### config.mk
export PLATFORM = sky130hd
export DESIGN_NAME = mix_i2s_tx
export DESIGN_NICKNAME = d
export VERILOG_FILES = /design/src/rtl/mix_i2s_tx_pkg.sv /design/src/rtl/mix_i2s_fifo.sv /design/src/rtl/mix_i2s_tx.sv
export SDC_FILE = /design/constraint.sdc
export NUM_CORES = 1
export LEC_CHECK = 0
export BUFFER_PORTS_ARGS = -buffer_cell sky130_fd_sc_hd__buf_4
export CORE_AREA = 2 2 160 84
export CTS_CLUSTER_DIAMETER = 120
export DETAILED_ROUTE_END_ITERATION = 10
export DIE_AREA = 0 0 162 86
export MAX_ROUTING_LAYER = met4
export PLACE_DENSITY = 0.69
export RECOVER_POWER = 100
export SLEW_MARGIN = 20
export SYNTH_ARGS = -nofsm -noshare
export SYNTH_HDL_FRONTEND = slang
export SYNTH_HIERARCHICAL = 1
export SYNTH_SLANG_ARGS = --single-unit
### constraint.sdc
create_clock -name clk -period 4.3 [get_ports clk]
set_input_delay 0.86 -clock clk [delete_from_list [all_inputs] [get_ports clk]]
set_output_delay 0.86 -clock clk [all_outputs]
set_load 0.01 [all_outputs]
### src/rtl/mix_i2s_tx_pkg.sv
// Shared widths, the serializer index width and the sample conversion used by mix_i2s_tx.
package mix_i2s_tx_pkg;

    localparam int IN_W_DEF       = 20;
    localparam int OUT_W_DEF      = 24;
    localparam int UNDERRUN_CNT_W = 16;
    localparam int CONV_MAX_W     = 64;

    typedef enum logic {
        SLOT_LEFT  = 1'b0,
        SLOT_RIGHT = 1'b1
    } slot_e;

    function automatic int k_width(input int out_w);
        return $clog2(2 * out_w);
    endfunction

    // Flip the offset-binary MSB, then left-justify into an out_w-bit slot.
    function automatic logic [CONV_MAX_W-1:0] offset_to_twos(
        input logic [CONV_MAX_W-1:0] s,
        input int                    in_w,
        input int                    out_w
    );
        logic [CONV_MAX_W-1:0] r;
        r = s ^ (CONV_MAX_W'(1) << (in_w - 1));
        return r << (out_w - in_w);
    endfunction

endpackage

### src/rtl/mix_i2s_fifo.sv
// Small synchronous sample FIFO; full/empty are registered from the fill count.
module mix_i2s_fifo #(
    parameter int WIDTH = 20,
    parameter int DEPTH = 4
) (
    input  logic             clk,
    input  logic             reset,
    input  logic             push,
    input  logic             pop,
    input  logic [WIDTH-1:0] din,
    output logic [WIDTH-1:0] dout,
    output logic             full,
    output logic             empty
);

    localparam int AW = $clog2(DEPTH);
    localparam logic [AW:0] DEPTH_C = (AW + 1)'(DEPTH);

    logic [WIDTH-1:0] mem [DEPTH];
    logic [AW-1:0]    wr_ptr;
    logic [AW-1:0]    rd_ptr;
    logic [AW:0]      count;
    logic [AW:0]      count_next;
    logic             do_push;
    logic             do_pop;

    assign do_push = push && !full;
    assign do_pop  = pop && !empty;
    assign dout    = mem[rd_ptr];

    always_comb begin
        count_next = count;
        case ({do_push, do_pop})
            2'b10:   count_next = count + (AW + 1)'(1);
            2'b01:   count_next = count - (AW + 1)'(1);
            default: count_next = count;
        endcase
    end

    always_ff @(posedge clk or posedge reset) begin
        if (reset) begin
            wr_ptr <= '0;
            rd_ptr <= '0;
            count  <= '0;
            full   <= 1'b0;
            empty  <= 1'b1;
        end else begin
            if (do_push) wr_ptr <= wr_ptr + AW'(1);
            if (do_pop)  rd_ptr <= rd_ptr + AW'(1);
            count <= count_next;
            full  <= (count_next == DEPTH_C);
            empty <= (count_next == '0);
        end
    end

    always_ff @(posedge clk) begin
        if (do_push) mem[wr_ptr] <= din;
    end

endmodule

### src/rtl/mix_i2s_tx.sv
// I2S transmitter for the mixer output: FIFO, offset-to-two's-complement, same word on both slots.
// Optional MIX_I2S_TX_UNDERRUN_CNT_EN adds a saturating 16-bit underrun_count output.
module mix_i2s_tx
    import mix_i2s_tx_pkg::*;
#(
    parameter int IN_W       = IN_W_DEF,
    parameter int OUT_W      = OUT_W_DEF,
    parameter int BCLK_DIV   = 16,
    parameter int FIFO_DEPTH = 4
) (
    input  logic            clk,
    input  logic            reset,
    input  logic [IN_W-1:0] sample_in,
    input  logic            sample_valid,
    output logic            sample_ready,
    input  logic            mute,
    output logic            bclk,
    output logic            lrclk,
    output logic            sdata,
    output logic            underrun
`ifdef MIX_I2S_TX_UNDERRUN_CNT_EN
    ,
    output logic [UNDERRUN_CNT_W-1:0] underrun_count
`endif
);

    localparam int KW = k_width(OUT_W);
    localparam int DW = (BCLK_DIV > 1) ? $clog2(BCLK_DIV) : 1;
    localparam logic [DW-1:0] DIV_LAST  = DW'(BCLK_DIV - 1);
    localparam logic [KW-1:0] K_MID     = KW'(OUT_W);
    localparam logic [KW-1:0] K_LAST    = KW'(2 * OUT_W - 1);
    localparam logic [KW-1:0] K_CAPTURE = KW'(1);

    logic [DW-1:0]    div_cnt;
    logic [KW-1:0]    k;
    logic [KW-1:0]    k_next;
    logic [KW-1:0]    bit_idx;
    logic [OUT_W-1:0] word;
    logic [OUT_W-1:0] word_next;
    logic [IN_W-1:0]  fifo_dout;
    logic             fifo_full;
    logic             fifo_empty;
    logic             push;
    logic             pop;
    logic             div_tc;
    logic             bclk_fall;
    logic             capture;
    logic             sdata_next;

    assign sample_ready = !fifo_full;
    assign push         = sample_valid && sample_ready;
    assign div_tc       = (div_cnt == DIV_LAST);
    assign bclk_fall    = div_tc && bclk;
    assign capture      = bclk_fall && (k_next == K_CAPTURE);
    assign pop          = capture && !fifo_empty;

    mix_i2s_fifo #(
        .WIDTH (IN_W),
        .DEPTH (FIFO_DEPTH)
    ) u_fifo (
        .clk   (clk),
        .reset (reset),
        .push  (push),
        .pop   (pop),
        .din   (sample_in),
        .dout  (fifo_dout),
        .full  (fifo_full),
        .empty (fifo_empty)
    );

    // Bit index: left slot carries word[OUT_W-k], right slot wraps so k=0 sends the LSB.
    always_comb begin
        k_next = (k == K_LAST) ? '0 : k + KW'(1);
        if (k_next == '0) begin
            bit_idx = '0;
        end else if (k_next <= K_MID) begin
            bit_idx = K_MID - k_next;
        end else begin
            bit_idx = K_LAST - k_next + KW'(1);
        end
    end

    // On an empty FIFO the previous word is repeated; mute wins over both cases.
    always_comb begin
        word_next = word;
        if (capture) begin
            if (mute) begin
                word_next = '0;
            end else if (!fifo_empty) begin
                word_next = OUT_W'(offset_to_twos(CONV_MAX_W'(fifo_dout), IN_W, OUT_W));
            end
        end
    end

    assign sdata_next = |(word_next & (OUT_W'(1) << bit_idx));

    always_ff @(posedge clk or posedge reset) begin
        if (reset) begin
            div_cnt  <= '0;
            bclk     <= 1'b0;
            k        <= '0;
            lrclk    <= 1'b0;
            sdata    <= 1'b0;
            word     <= '0;
            underrun <= 1'b0;
        end else begin
            underrun <= capture && fifo_empty;
            div_cnt  <= div_tc ? '0 : div_cnt + DW'(1);
            if (div_tc) bclk <= ~bclk;
            if (bclk_fall) begin
                k     <= k_next;
                lrclk <= (k_next >= K_MID) ? SLOT_RIGHT : SLOT_LEFT;
                sdata <= sdata_next;
            end
            word <= word_next;
        end
    end

`ifdef MIX_I2S_TX_UNDERRUN_CNT_EN
    always_ff @(posedge clk or posedge reset) begin
        if (reset) begin
            underrun_count <= '0;
        end else if (underrun && (underrun_count != '1)) begin
            underrun_count <= underrun_count + UNDERRUN_CNT_W'(1);
        end
    end
`endif

endmodule

==> flow_metrics.env <==
export IMPL_ioPinCount=29
export IMPL_diodes=0
export IMPL_num_nets_final=543
export IMPL_status="finished with violations"
export IMPL_setup_tns_ns=0
export IMPL_cp_start_kind="register"
export IMPL_cp_arrival_ns=3.95
export IMPL_overflow=0
export IMPL_die_w_um=162
export IMPL_synthAdderAreaFrac_pct=1.96
export IMPL_syn_area_per_cell_sq_um=12.6
export IMPL_antenna_found_initial=0
export IMPL_postSynthCellCount=487
export IMPL_die_height_um=86
export IMPL_synth_fp_nets=520
export IMPL_min_path_type="in -> async"
export IMPL_rsz0062_at_grt="no"
export IMPL_yosysTopAreaCellShare_pct=39.3
export IMPL_cts_root_buf="clkbuf_16"
export IMPL_worstSkewPairLatency_ns=0.42
export IMPL_multi_input_area_sq_um=2310
export IMPL_stdcell_count=693
export IMPL_synth_xor_area_share_pct=2.15
export IMPL_post_route_drc_count=0
export IMPL_cts_hold_buf=0
export IMPL_layout_area_overhead_vs_synth_pct=13.2
export IMPL_yosysUniqueCellTypes=66
export IMPL_p_per_area_nw_per_um2=541
export IMPL_skew_ns=0.00804
export IMPL_ys_ff_latch=127
export IMPL_drtPass1Iterations=5
export IMPL_synth_enable_flop_cells=80
export IMPL_cts_path_max_buffers=2
export IMPL_timing_fmax_mhz=277
export IMPL_final_hold_viol_count=0
export IMPL_post_cts_setup_buffers=0
export IMPL_core_area_sq_um=12400
export IMPL_synthArstFlopShare_pct=37.0
export IMPL_vias=4235
export IMPL_worstMarginPinSlew_ns=2.25
export IMPL_ir_drop_mv=0.235
export IMPL_routed_wl_um=14300
export IMPL_clkSinkCount=127
export IMPL_ys_top_cells_by_area="edfxtp_1, dfrtp_1, mux4_2"
export IMPL_final_cell_mix="edfxtp_1, dfrtp_1, nand2_1"
export IMPL_drt_iter0_drc=500
export IMPL_slew_viol_final=123
export IMPL_io_buffers=28
export IMPL_routedWlPerCell_um=20.7
export IMPL_cts_tree="done"
export IMPL_netlist_area_sq_um=6120
export IMPL_synthFlopType="edfxtp_1"
export IMPL_relSlewSlack_pct=-49.8
export IMPL_die_area_sq_um=13900
export IMPL_violations="max-capacitance violations, max-slew violations"
export IMPL_leakage_nw=2.49
export IMPL_first_global_vias=4090
export IMPL_cts_resized=0
export IMPL_maxCapViolations=5
export IMPL_grt_pass1_wl_um=23300
export IMPL_synthSimpleGateAreaFrac_pct=11.7
export IMPL_required_ns=4.64
export IMPL_synth_top_family_by_area="compound AO/OA/AOI/OAI gates"
export IMPL_grt_usage_pct=23.2
export IMPL_critPathKind="reg -> reg"
export IMPL_cts_buffers=17
export IMPL_vias_per_cell=6.11
export IMPL_clk_pin_slew_ns=0.06
export IMPL_ys_warn_count=6
export IMPL_std_cell_rows=29
export IMPL_ys_seq_area_share_pct=58.5
export IMPL_synth_compound_area_share_pct=13.3
export IMPL_place_gp_congestion=0.935
export IMPL_htree_levels=4
export IMPL_dp_cells=661
export IMPL_postRouteAntennaNets=0
export IMPL_cp_max_fo=11
export IMPL_finalSetupViolations=0
export IMPL_synth_top_cell_by_area="edfxtp_1"
export IMPL_synthMuxAreaShare_pct=8.67
export IMPL_final_common_cell="edfxtp_1"
export IMPL_drive_above_1_share_pct=13.0
export IMPL_grt_max_degree=39
export IMPL_fin_crit_sh_pct=83.9
export IMPL_setup_worst_path_end_class="register"
export IMPL_seqCellArea_sq_um=3580
export IMPL_layout_min_cycle_time_ns=3.61
export IMPL_initial_utilization_pct=49.3
export IMPL_fillers=1016
export IMPL_dp_hpwl_um=9720
## cell type report
cell class	instances	area share, %
Sequential cell	127	51.7
Multi-Input combinational cell	307	33.3
Clock buffer	17	6.14
Tap cell	170	3.07
Timing Repair Buffer	40	2.71
Clock inverter	15	2.10
Inverter	17	0.922
## metrics by stage
step / area [sq um] / util, % / power [W] / hold slack, ns / worst slack, ns
2_1_floorplan: 6120 / - / 0.00219 / 0.427 / 1.01
3_3_place_gp: 6460 / 52.1 / 0.00236 / 0.459 / 0.963
3_5_place_dp: 6460 / 52.1 / 0.00240 / 0.475 / 0.799
4_1_cts: 7040 / 56.7 / 0.00377 / 0.409 / 0.748
5_1_grt: 6920 / 55.8 / 0.00393 / 0.427 / 0.366
6_report: 6920 / 55.8 / 0.00374 / 0.399 / 0.691
## critical path, stage by stage (launching register included)
cell and delay, ns:
dfrtp_1 0.53, ha_1 0.46, nand2_1 0.21, a211oi_2 0.39
o21ai_0 0.21, nor2_1 0.10, nor2b_1 0.24, ha_1 0.23
inv_1 0.06, fa_1 0.40, xor2_1 0.21, or3_1 0.37
o211a_1 0.14
## layer usage
| metal | global-route usage [%] | vias up | wire length, um |
|---|---|---|---|
| li1 | - | 1907 | - |
| met1 | 33.9 | 2131 | 6780 |
| met2 | 30.8 | 187 | 6090 |
| met3 | 8.03 | 10 | 1390 |
| met4 | 5.55 | 0 | 94 |
| met5 | - | - | 0 |
## logic make-up after synthesis
| group | after synthesis |
|---|---|
| and+or+nand+nor | 140 |
| DFF | 127 |
| AOI/OAI and AO/OA | 116 |
| buffers and inverters | 53 |
| muxes | 27 |
| xor gates and xnor gates | 15 |
| adders and majority gates | 9 |
## registers in the layout, summed over array words and instances (netlist names)
signal	count
bclk	1
div_cnt	4
k	6
lrclk	1
sdata	1
u_fifo/count	3
u_fifo/empty	1
u_fifo/full	1
u_fifo/mem	80
u_fifo/rd_ptr	2
u_fifo/wr_ptr	2
underrun	1
word	24
## worst paths after layout
kind	endpoint	slack (ns)	from	depth (start not counted)
max	u_fifo/empty	0.69	k[1]	12
min	u_fifo/rd_ptr[0]	0.40	reset	2
min reg2reg	lrclk	0.49	lrclk	1
max in group asynchronous	k[3]	1.73	reset	3
min in group clk	lrclk	0.49	lrclk	1
max reg2reg	u_fifo/empty	0.69	k[1]	12
## synth_stat cells (10+ instances only)
master and number:
a21oi_1 21, and2_1 15, clkbuf_1 25, dfrtp_1 46, edfxtp_1 80, inv_1 17
mux4_2 18, nand2_1 44, nand3_1 17, nor2_1 16, o21ai_0 20, o21ai_1 10
## where the power goes
| part | switching, W | total, W | internal [W] | leakage, nW |
|---|---|---|---|---|
| Sequential | 0.000147 | 0.00172 | 0.00157 | 1.32 |
| Combinational | 0.000377 | 0.000660 | 0.000283 | 0.897 |
| Clock | 0.000598 | 0.00136 | 0.000765 | 0.272 |
| Total | 0.00112 | 0.00374 | 0.00262 | 2.49 |
Power figures use the tool's default switching activity.
